===== src/rtl/pulse_seq_detect_param.sv =====
// -----------------------------------------------------------------------------
// pulse_seq_detect_param
//
// Serial sequence detector with a runtime-loadable PAT_LEN-bit pattern.
// Bits arrive MSB-first on `in` whenever `en` is high; the last PAT_LEN
// accepted bits are compared against the pattern on the edge that samples
// the final bit. A match raises a registered pulse on `out` for PULSE_CYCLES
// cycles (retriggerable) and bumps a saturating match counter.
//
// Parameters
//   PAT_LEN      pattern length in bits (>= 2)
//   DEFAULT_PAT  pattern restored by reset, MSB = first bit received
//   PULSE_CYCLES cycles `out` stays high after the most recent match (>= 1)
//   CNT_W        width of the saturating match counter
//
// Ports
//   clk        rising-edge clock
//   rst        synchronous active-high reset, overrides every other input
//   en         1 = sample `in` this cycle, 0 = stream gap (detector holds)
//   in         serial data bit
//   pat_load   one-cycle strobe: adopt pat_in, flush history, kill pulse
//   pat_in     new pattern, MSB first
//   overlap    1 = matches may share bits, 0 = restart history after a match
//   out        registered match pulse
//   match_cnt  saturating number of matches since reset
//   armed      registered, high while PAT_LEN valid bits are held
// -----------------------------------------------------------------------------
module pulse_seq_detect_param #(
  parameter int                 PAT_LEN      = 4,
  parameter logic [PAT_LEN-1:0] DEFAULT_PAT  = 4'b1001,
  parameter int                 PULSE_CYCLES = 1,
  parameter int                 CNT_W        = 8
) (
  input  logic               clk,
  input  logic               rst,
  input  logic               en,
  input  logic               in,
  input  logic               pat_load,
  input  logic [PAT_LEN-1:0] pat_in,
  input  logic               overlap,
  output logic               out,
  output logic [CNT_W-1:0]   match_cnt,
  output logic               armed
);

  // Fill counter spans 0..PAT_LEN, stretch counter spans 0..PULSE_CYCLES.
  localparam int FW = $clog2(PAT_LEN + 1);
  localparam int SW = $clog2(PULSE_CYCLES + 1);

  localparam logic [FW-1:0]    FILL_FULL    = FW'(PAT_LEN);
  localparam logic [FW:0]      FILL_FULL_X  = (FW + 1)'(PAT_LEN);
  localparam logic [FW-1:0]    FILL_ZERO    = {FW{1'b0}};
  localparam logic [FW-1:0]    FILL_ONE     = FW'(1'b1);
  localparam logic [SW-1:0]    STRETCH_LOAD = SW'(PULSE_CYCLES);
  localparam logic [SW-1:0]    STRETCH_ZERO = {SW{1'b0}};
  localparam logic [SW-1:0]    STRETCH_ONE  = SW'(1'b1);
  localparam logic [CNT_W-1:0] CNT_MAX      = {CNT_W{1'b1}};
  localparam logic [CNT_W-1:0] CNT_ONE      = CNT_W'(1'b1);
  localparam logic [PAT_LEN-1:0] SR_ZERO    = {PAT_LEN{1'b0}};

  // Registered state
  logic [PAT_LEN-1:0] pat_r;
  logic [PAT_LEN-1:0] sr_r;
  logic [FW-1:0]      fill_r;
  logic [SW-1:0]      stretch_r;
  logic [CNT_W-1:0]   cnt_r;
  logic               out_r;
  logic               armed_r;

  // Next-state values
  logic [PAT_LEN-1:0] pat_s;
  logic [PAT_LEN-1:0] sr_s;
  logic [FW-1:0]      fill_s;
  logic [SW-1:0]      stretch_s;
  logic [CNT_W-1:0]   cnt_s;

  // Datapath helpers
  logic [PAT_LEN-1:0] window_s;
  logic [FW:0]        fill_inc_s;
  logic               match_s;

  // The oldest bit of sr is shifted out before it is ever compared; the
  // window that matters is the younger PAT_LEN-1 bits plus the incoming bit.
  logic               unused_s;
  assign unused_s = sr_r[PAT_LEN-1];

  // Candidate window and match decision for the bit being sampled now.
  always_comb begin
    window_s   = {sr_r[PAT_LEN-2:0], in};
    fill_inc_s = {1'b0, fill_r} + {FILL_ZERO, 1'b1};
    match_s    = 1'b0;
    // fill+1 >= PAT_LEN: this bit completes a full window of valid history.
    if (en && !pat_load && (fill_inc_s >= FILL_FULL_X) && (window_s == pat_r)) begin
      match_s = 1'b1;
    end else begin
      match_s = 1'b0;
    end
  end

  // Pattern, history, fill and counter next state; pat_load beats en.
  always_comb begin
    pat_s  = pat_r;
    sr_s   = sr_r;
    fill_s = fill_r;
    cnt_s  = cnt_r;
    if (pat_load) begin
      // The bit on `in` this cycle is dropped along with the old history.
      pat_s  = pat_in;
      sr_s   = SR_ZERO;
      fill_s = FILL_ZERO;
    end else if (en) begin
      sr_s = window_s;
      if (match_s && !overlap) begin
        fill_s = FILL_ZERO;
      end else if (fill_r != FILL_FULL) begin
        fill_s = fill_r + FILL_ONE;
      end else begin
        fill_s = fill_r;
      end
      if (match_s && (cnt_r != CNT_MAX)) begin
        cnt_s = cnt_r + CNT_ONE;
      end else begin
        cnt_s = cnt_r;
      end
    end else begin
      // Stream gap: everything holds.
      sr_s   = sr_r;
      fill_s = fill_r;
      cnt_s  = cnt_r;
    end
  end

  // Pulse stretcher: reloads on every match, drains regardless of en.
  always_comb begin
    stretch_s = STRETCH_ZERO;
    if (pat_load) begin
      stretch_s = STRETCH_ZERO;
    end else if (match_s) begin
      stretch_s = STRETCH_LOAD;
    end else if (stretch_r != STRETCH_ZERO) begin
      stretch_s = stretch_r - STRETCH_ONE;
    end else begin
      stretch_s = STRETCH_ZERO;
    end
  end

  // State and output registers; out/armed are flopped from next-state so
  // they equal (stretch != 0) and (fill == PAT_LEN) without a combinational path.
  always_ff @(posedge clk) begin
    if (rst) begin
      pat_r     <= DEFAULT_PAT;
      sr_r      <= SR_ZERO;
      fill_r    <= FILL_ZERO;
      stretch_r <= STRETCH_ZERO;
      cnt_r     <= {CNT_W{1'b0}};
      out_r     <= 1'b0;
      armed_r   <= 1'b0;
    end else begin
      pat_r     <= pat_s;
      sr_r      <= sr_s;
      fill_r    <= fill_s;
      stretch_r <= stretch_s;
      cnt_r     <= cnt_s;
      out_r     <= (stretch_s != STRETCH_ZERO);
      armed_r   <= (fill_s == FILL_FULL);
    end
  end

  assign out       = out_r;
  assign match_cnt = cnt_r;
  assign armed     = armed_r;

endmodule


===== config.mk =====
export PLATFORM = sky130hd
export DESIGN_NAME = pulse_seq_detect_param
export DESIGN_NICKNAME = d
export VERILOG_FILES = /design/src/rtl/pulse_seq_detect_param.sv
export SDC_FILE = /design/constraint.sdc
export NUM_CORES = 1
export LEC_CHECK = 0
export BUFFER_PORTS_ARGS = -buffer_cell sky130_fd_sc_hd__buf_4
export CORE_MARGIN = 2
export CORE_UTILIZATION = 56
export CTS_CLUSTER_SIZE = 16
export DETAILED_ROUTE_END_ITERATION = 12
export GPL_TIMING_DRIVEN = 0
export PLACE_DENSITY = 0.82
export SYNTH_ARGS = -nofsm -noshare
export SYNTH_HDL_FRONTEND = slang
export SYNTH_SLANG_ARGS = --single-unit

===== constraint.sdc =====
create_clock -name clk -period 4.1 [get_ports clk]
set_clock_uncertainty 0.1 [all_clocks]
set_input_delay 0.41 -clock clk [delete_from_list [all_inputs] [get_ports clk]]
set_output_delay 0.41 -clock clk [all_outputs]
set_load 0.01 [all_outputs]

==> results.yml, run 1 <==
pwr:
  power_frac_seq: 0.627
  vdd.ir_drop.worst_mv: 0.1936
  p_per_area_nw_per_um2: 281.6
  switching_share: 0.2291
  internal_power_w: 0.0002469
  clkPwrFrac: 0.282
  p_switching_w: 0.00007337
  p_comb_frac: 0.090
  leakagePower_nw: 0.4414
worst_setup_path:
  worst-setup-path-type: "reg2reg"
  r2r_setup_slack_ns: 2.04
  cp-end-kind: "register"
  r2r-start: "fill_r[0]$_SDFF_PP0_"
  path_max_fanout: 10
  worstReg2RegEnd: "match_cnt[5]$_SDFFE_PP0P_"
  r2r_cells: 7
  crit_path_start_kind: "register"
  required_ns: 4.17
  critPathArrivalTime_ns: 2.14
cells_and_area:
  stdcell_count: 140
  final_cell_mix: "20 x dfxtp_1, 18 x buf_4, 10 x a21oi_1"
  final_common_cell: "dfxtp_1"
  ff_latch_area_um2: 400.4
  finalNetCount: 139
  diodes: 0
  syn2layout_area_growth_pct: 18.51
  multi_input_area_um2: 515.5
  fillers: 131
  final_layout_size_suffix_gt1_frac: 0.2258
synth:
  syn_area_per_cell_um2: 9.317
  synthesis.nets: 116
  netlist_area_um2: 959.7
  ys_ff_latch: 20
  ys_types: 31
  post_synth_inst_count: 103
  yosysSeqAreaShare: 0.4172
  ys_warn_count: 0
clocking:
  clk_pin_slew_ns: 0.11
  cts_resized: 0
  hold_buffers: 0
  cts_root_buffer: "clkbuf_4"
  clk_path_buf_depth: 2
  clkSinkCount: 20
  numCtsBuffers: 3
  cts_tree: "done"
  cts_setup_buffers: 0
  insertion_delay_ns: 0.29
  htreeDepth: 1
route:
  wl_per_cell_um: 13.24
  viasPerCell: 6.000
  firstDrtPassIters: 4
  routed_wl_mm: 1.853
  via_count: 840
  drtAntennaViolNets: 0
  drc: 0
  drt-initial-drc-count: 10
timing:
  setup_viol: 0
  max_freq_mhz: 484.3
  fin_crit_sh: 0.5036
  rsz0062_at_grt: "no"
  maxSlewViolCount: 0
  hold_violations: 0
  worst_slew_pin_slew_ns: 0.5001
  maxSlewHeadroom: 0.6666
  fin_tns_setup_ns: 0
  holdWs_ns: 0.2129
  layout_min_cycle_time_ns: 2.065
die:
  core_area_um2: 1559
  start_util: 0.6156
  fp-row-count: 14
  num_io_pins: 20
  dieArea_um2: 2061
  die_h_um: 45.40
  die_w_um: 45.40
outcome:
  outcome: "completed"
grt:
  antenna_found_initial: 0
  grt_pass1_wl_mm: 3.229
  track_usage: 0.2123
  grt_start_max_net_pins: 11
  overflow: 0
  grt_pass1_vias: 766
worst_hold_path:
  worstHoldStart: "pat_in[0]"
  hold_path_depth: 2
  hold-path-endpoint: "pat_r[0]$_SDFFE_PP1P_"
  hold_class: "in2reg"
place:
  port_buffers: 18
  gp_congestion: 0.8173
  hpwl_mm: 1.378
  placedCellCount: 137
job:
  max_cap_viol_count: 0
## routing by layer
metal / part of all wire / vias to the layer above / wire (um) / track usage
met1: 0.50 / 397 / 918 / 0.2829
met4: 0 / 0 / 0 / 0.05294
li1: - / 423 / - / -
met5: 0 / - / 0 / 0
met3: 0.039 / 0 / 72 / 0.04762
met2: 0.46 / 20 / 861 / 0.3465
## critical path, stage by stage (launching register included)
cell,delay [ns]
dfxtp_1,0.43
ha_1,0.25
nor2_1,0.06
nor3b_1,0.23
nand4_2,0.26
buf_6,0.22
o41ai_1,0.30
a21oi_1,0.10
## synth_stat cells
cell      number  area share
nor3b_1        1      0.0078
or3_1          1      0.0065
mux2i_1        5       0.052
inv_1          3       0.012
nor3b_2        1       0.013
or4_1          6       0.047
and4_1         1      0.0091
xor2_1         2       0.018
nor4_1         2       0.013
o41ai_1        2       0.018
a21oi_1       10       0.052
clkbuf_1       3       0.012
buf_6          1       0.012
xnor2_1        3       0.027
buf_2          2       0.010
nand3_1        3       0.016
dfxtp_1       20        0.42
o21ai_0        2       0.010
or3b_1         1      0.0091
a211o_1        2       0.018
nor3_1         6       0.031
nor2_1         7       0.027
a311oi_2       1       0.016
o31ai_1        3       0.023
nand4_2        1       0.013
mux2_2         1       0.012
nor2b_1        3       0.020
nand2_1        5       0.020
and4b_1        1       0.010
ha_1           3       0.039
a21boi_0       1      0.0078
## kinds of logic after synthesis
group / count (synthesis) / synth area share
buf+inv: 9 / 0.04563
flops: 20 / 0.4172
mux: 6 / 0.06389
fa+ha+maj: 3 / 0.03912
compound gates: 21 / 0.1460
simple gates: 39 / 0.2425
xor+xnor: 5 / 0.04564
## area by class of cell
class | count | area share
Buffer | 6 | 0.02860
Clock buffer | 3 | 0.01980
Inverter | 3 | 0.009901
Multi-Input combinational cell | 74 | 0.4532
Sequential cell | 20 | 0.3520
Tap cell | 16 | 0.01760
Timing Repair Buffer | 18 | 0.1188
## how the worst max path moves through the flow
stage / cells after the start / slack, ns / endpoint / start
5_1_grt: 7 / 1.87 / match_cnt[5]$_SDFFE_PP0P_ / fill_r[0]$_SDFF_PP0_
3_5_place_dp: 7 / 2.06 / match_cnt[5]$_SDFFE_PP0P_ / fill_r[0]$_SDFF_PP0_
3_3_place_gp: 7 / 2.12 / match_cnt[5]$_SDFFE_PP0P_ / fill_r[0]$_SDFF_PP0_
4_1_cts: 7 / 2.05 / match_cnt[5]$_SDFFE_PP0P_ / fill_r[0]$_SDFF_PP0_
2_1_floorplan: 6 / 2.30 / match_cnt[3]$_SDFFE_PP0P_ / fill_r[0]$_SDFF_PP0_
6_report: 7 / 2.04 / match_cnt[5]$_SDFFE_PP0P_ / fill_r[0]$_SDFF_PP0_
## stage by stage
stage          total power [W]  setup slack (ns)  area, um2    util
6_report             0.0003202             2.035       1137  0.7295
5_1_grt              0.0003354             1.872       1137  0.7295
4_1_cts              0.0003222             2.047       1137  0.7295
3_5_place_dp         0.0002340             2.061       1115  0.7151
3_3_place_gp         0.0002333             2.120       1115  0.7151
2_1_floorplan        0.0002232             2.303      959.7       -
## state kept, by name (all words and copies together) (netlist names)
register,count
sr_r,3
armed,1
fill_r,3
match_cnt,8
pat_r,4
out,1
## power groups by stage
stage,combinational [W],clock (W),sequential [W]
after global placement,0.0000281,0,0.000205
after floorplan,0.0000187,0,0.000205
after detailed placement,0.0000287,0,0.000205
final,0.0000290,0.0000904,0.000201
after CTS,0.0000289,0.0000924,0.000201
after global routing,0.0000319,0.000102,0.000201
(Power assumes the default switching activity.)
==> inputs of run 2 (changes only) <==
- CORE_UTILIZATION: 56 -> 52
- PLACE_DENSITY: 0.82 -> 0.77
- clock period: 4.1 -> 2.1 ns (I/O delays scaled with it)
==> run 2 against run 1 <==
Net effect: via count is 2.4% higher; critical path type unchanged; largest cell class unchanged; clock-buffer cell count grew 1; register-to-register slack lost 1.9 ns; setup slack worse by 1.9 ns; hold slack got worse by 0.21 ns; first-iteration DRC count grew 130%; non-clock buffer count up 1; sequential share of layout area down 1.8 points.
==> results.yml, run 2 (same netlist as run 1, synthesis figures left out) <==
route:
  firstDrtPassIters: 4
  viasPerCell: 5.695
  routed_wl_mm: 1.945
  drt-initial-drc-count: 23
  via_count: 860
  drtAntennaViolNets: 0
  drc: 0
  wl_per_cell_um: 12.88
clocking:
  clk_path_buf_depth: 2
  cts_setup_buffers: 0
  htreeDepth: 1
  cts_root_buffer: "clkbuf_4"
  numCtsBuffers: 3
  cts_tree: "done"
  clkSinkCount: 20
  clk_pin_slew_ns: 0.12
  insertion_delay_ns: 0.31
timing:
  maxSlewHeadroom: 0.6739
  hold_violations: 0
  fin_crit_sh: 0.9551
  maxSlewViolCount: 0
  holdWs_ns: 0.006651
  max_freq_mhz: 498.6
  fin_ws_ns: 0.09421
  setup_viol: 0
  worst_slew_pin_slew_ns: 0.4892
  layout_min_cycle_time_ns: 2.006
  fin_tns_setup_ns: 0
worst_setup_path:
  crit_path_start_kind: "register"
  critical_path.startpoint: "fill_r[0]$_SDFF_PP0_"
  worst-setup-path-type: "reg2reg"
  required_ns: 2.19
  r2r_setup_slack_ns: 0.09
  path_max_fanout: 10
  r2r_cells: 6
  critPathArrivalTime_ns: 2.10
  cp-end-kind: "register"
  r2r-start: "fill_r[0]$_SDFF_PP0_"
die:
  start_util: 0.5558
  num_io_pins: 20
  dieArea_um2: 2205
  core_area_um2: 1727
  die_h_um: 46.96
  die_w_um: 46.96
  fp-row-count: 15
place:
  port_buffers: 18
  post_dp_cell_area_um2: 1126
  hpwl_mm: 1.378
  dp_slack_ns: 0.05849
  gp_congestion: 0.8420
cells_and_area:
  multi_input_area_um2: 540.5
  syn2layout_area_growth_pct: 24.77
  fillers: 145
  post-route-util: 0.6935
  final_cell_mix: "20 x dfxtp_1, 18 x buf_4, 10 x a21oi_1"
  ff_latch_area_um2: 400.4
  finalNetCount: 140
  diodes: 0
  final_cell_area_um2: 1197
  largest_reg_flops: 8
  final_layout_size_suffix_gt1_frac: 0.2540
  final_common_cell: "dfxtp_1"
pwr:
  p_per_area_nw_per_um2: 569.8
  leakagePower_nw: 0.4606
  vdd.ir_drop.worst_mv: 0.3729
outcome:
  outcome: "completed"
job:
  max_cap_viol_count: 0
grt:
  track_usage: 0.1942
  antenna_found_initial: 0
  grt_pass1_wl_mm: 3.070
  grt_pass1_vias: 721
  overflow: 0
  grt_start_max_net_pins: 12
worst_hold_path:
  worstHoldStart: "pat_in[3]"
  hold_path_depth: 2
  hold_class: "in2reg"
==> run 2: changes by cell type in the layout (fill, tap and decap cells not counted) <==
cell,previous run,this run
or4_4,0,1
dlygate4sd3_1,0,1
clkbuf_8,0,1
nand4_4,0,1
o41ai_1,2,1
nor3b_1,1,0
o41ai_2,0,1
or4_1,6,5
nor3b_2,1,2
nand4_2,1,0
==> run 2: critical path, cell delays in order (launching register included) <==
cell,delay (ns)
dfxtp_1,0.37
ha_1,0.27
a311oi_2,0.35
nand4_4,0.20
buf_6,0.19
o41ai_1,0.31
a21oi_1,0.10
==> run 2: area by class of cell <==
type / instances / area share
Buffer: 6 / 0.02717
Sequential cell: 20 / 0.3344
Clock buffer: 4 / 0.03030
Timing Repair Buffer: 19 / 0.1212
Multi-Input combinational cell: 74 / 0.4514
Tap cell: 25 / 0.02612
Inverter: 3 / 0.009404
==> run 2: where the power goes <==
group	leakage [nW]	switching [W]	internal [W]
Clock	0.0210	0.000123	0.000106
Sequential	0.162	0.00000554	0.000386
Combinational	0.277	0.0000307	0.0000302
==> run 2: per-layer routing <==
layer | part of all wire | track usage | vias to the layer above | wire length, um
met5 | 0 | 0 | - | 0
met4 | 0.011 | 0.06667 | 0 | 22
met3 | 0.060 | 0.03846 | 3 | 117
met2 | 0.47 | 0.2959 | 27 | 919
met1 | 0.46 | 0.2749 | 404 | 886
li1 | - | - | 426 | -
==> run 2: path summary, 6_finish.rpt <==
path	to
worst max-delay path	match_cnt[5]$_SDFFE_PP0P_
worst min-delay path	pat_r[3]$_SDFFE_PP1P_
worst max register to register	match_cnt[5]$_SDFFE_PP0P_
worst min register to register	match_cnt[7]$_SDFFE_PP0P_
==> run 2: per-stage QoR <==
stage / cells / total power [W]
after floorplan: 103 / 0.0004357
after global placement: 146 / 0.0004549
after detailed placement: 146 / 0.0004572
after CTS: 150 / 0.0006781
after global routing: 151 / 0.0007084
final: 151 / 0.0006822
==> run 2: what timing repair did <==
action / 4_1_cts / 5_1_grt
setup endpoints to repair: 0 / 11
gates resized for setup: 0 / 4
hold endpoints to repair: 0 / 1
hold buffers: 0 / 1
==> inputs of run 3 (changes only) <==
- SETUP_SLACK_MARGIN: unset -> 0.15
==> run 3 against run 2 <==
Net effect: cell area is 3.6% higher; routed wire length up 4.8%; die area is the same; sequential share of layout area shrank 0.74 points; combinational power increased by 9.4%; non-clock buffer count did not move; global-route usage up 0.16 points; critical path depth is 1 lower; via count fell by 0.81%; clock power about the same; critical endpoint unchanged.
==> results.yml, run 3 (same netlist as run 1, synthesis figures left out) <==
timing:
  setup_viol: 0
  fin_tns_setup_ns: 0
  rsz0062_at_grt: "no"
  maxSlewHeadroom: 0.6715
  worst_slew_pin_slew_ns: 0.4928
  fin_ws_ns: 0.2167
  hold_violations: 0
  fin_crit_sh: 0.8968
  layout_min_cycle_time_ns: 1.883
  max_freq_mhz: 531.0
  maxSlewViolCount: 0
worst_setup_path:
  cp-end-kind: "register"
  r2r_setup_slack_ns: 0.22
  crit_path_start_kind: "register"
  path_max_fanout: 8
  worstReg2RegEnd: "match_cnt[5]$_SDFFE_PP0P_"
  r2r_cells: 5
  critPathTopFamily: "simple AND/OR/NAND/NOR gates"
  cp_cell_sequence: "ha_4 > a311oi_4 > nand4_4 > or4_4 > a21oi_2"
  critPathArrivalTime_ns: 2.03
  worst-path-buf-inv: 0
  r2r-start: "fill_r[0]$_SDFF_PP0_"
  slowest_delay_ns: 0.56
  crit_slowest_cell: "or4_4"
  required_ns: 2.25
  critical_path.startpoint: "fill_r[0]$_SDFF_PP0_"
  worst-setup-path-type: "reg2reg"
clocking:
  clk_path_buf_depth: 2
  insertion_delay_ns: 0.30
  clkSinkCount: 20
  cts_root_buffer: "clkbuf_4"
  cts_tree: "done"
  htreeDepth: 1
  clk_pin_slew_ns: 0.12
  numCtsBuffers: 3
grt:
  grt_pass1_vias: 724
  grt_start_max_net_pins: 12
  antenna_found_initial: 0
  grt_pass1_wl_mm: 3.098
  track_usage: 0.1957
  overflow: 0
pwr:
  vdd.ir_drop.worst_mv: 0.3678
  p_per_area_nw_per_um2: 553.4
  leakagePower_nw: 0.4554
die:
  start_util: 0.5558
  core_area_um2: 1727
  fp-row-count: 15
  die_w_um: 46.96
  die_h_um: 46.96
  num_io_pins: 20
  dieArea_um2: 2205
outcome:
  outcome: "completed"
route:
  via_count: 853
  wl_per_cell_um: 13.50
  drtAntennaViolNets: 0
  drc: 0
  drt-initial-drc-count: 28
  viasPerCell: 5.649
  firstDrtPassIters: 4
  routed_wl_mm: 2.039
cells_and_area:
  diodes: 0
  post-route-util: 0.7181
  syn2layout_area_growth_pct: 29.20
  largest_reg_flops: 8
  final_cell_mix: "18 x dfxtp_1, 18 x buf_4, 9 x a21oi_1"
  final_layout_size_suffix_gt1_frac: 0.3016
  finalNetCount: 140
worst_hold_path:
  hold_class: "in2reg"
  worstHoldStart: "pat_in[3]"
  hold_path_depth: 2
  hold-path-endpoint: "pat_r[3]$_SDFFE_PP1P_"
place:
  gp_congestion: 0.8420
  dp_slack_ns: 0.05849
  port_buffers: 18
  hpwl_mm: 1.378
job:
  max_cap_viol_count: 0
==> run 3: cell counts in the layout (fill, tap and decap cells not counted) <==
No cell type changed its count.
==> run 3: repair_timing <==
action / 4_1_cts / 5_1_grt
endpoints found under the setup margin: 11 / 12
endpoints found under the hold margin: 0 / 1
buffers inserted: 0 / 0
hold buffers: 0 / 1
pin swaps: 1 / 6
gates cloned: 0 / 0
gates resized for setup: 2 / 11
==> run 3: final cells by class <==
cell class	instances	area, um2
Clock buffer	4	36.28
Inverter	3	11.26
Tap cell	25	31.28
Multi-Input combinational cell	74	578.1
Timing Repair Buffer	19	145.1
Buffer	6	32.53
Sequential cell	20	405.4
Fill cell	134	486.7
==> run 3: worst max-delay path by stage <==
| stage | depth (start not counted) | end | slack (ns) |
|---|---|---|---|
| floorplan | 6 | match_cnt[3]$_SDFFE_PP0P_ | 0.30 |
| global placement | 7 | match_cnt[5]$_SDFFE_PP0P_ | 0.11 |
| detailed placement | 7 | match_cnt[5]$_SDFFE_PP0P_ | 0.06 |
| CTS | 7 | match_cnt[5]$_SDFFE_PP0P_ | 0.15 |
| global route | 5 | match_cnt[5]$_SDFFE_PP0P_ | 0.14 |
| finish | 5 | match_cnt[5]$_SDFFE_PP0P_ | 0.22 |
==> run 3: stage by stage <==
step	instance area, um2	cells	hold WS [ns]	power (W)
finish	1240	151	0.008004	0.0006862
detailed placement	1126	146	0.3201	0.0004572
global placement	1126	146	0.3127	0.0004549
floorplan	959.7	103	0.2279	0.0004357
CTS	1166	150	0.003438	0.0006783
global route	1240	151	0.002082	0.0007213
==> run 3: power by group <==
group | leakage [nW] | switching [W] | internal [W]
clock | 0.0210 | 0.000122 | 0.000106
combinational | 0.271 | 0.0000335 | 0.0000330
sequential | 0.164 | 0.00000616 | 0.000386
total | 0.455 | 0.000161 | 0.000525
==> run 3: per-layer routing <==
layer  GRT usage  vias up  share of wire
li1            -      425              -
met4     0.06667        0          0.012
met1      0.2796      398           0.47
met5           0        -              0
met3     0.03846        4          0.050
met2      0.2959       26           0.47
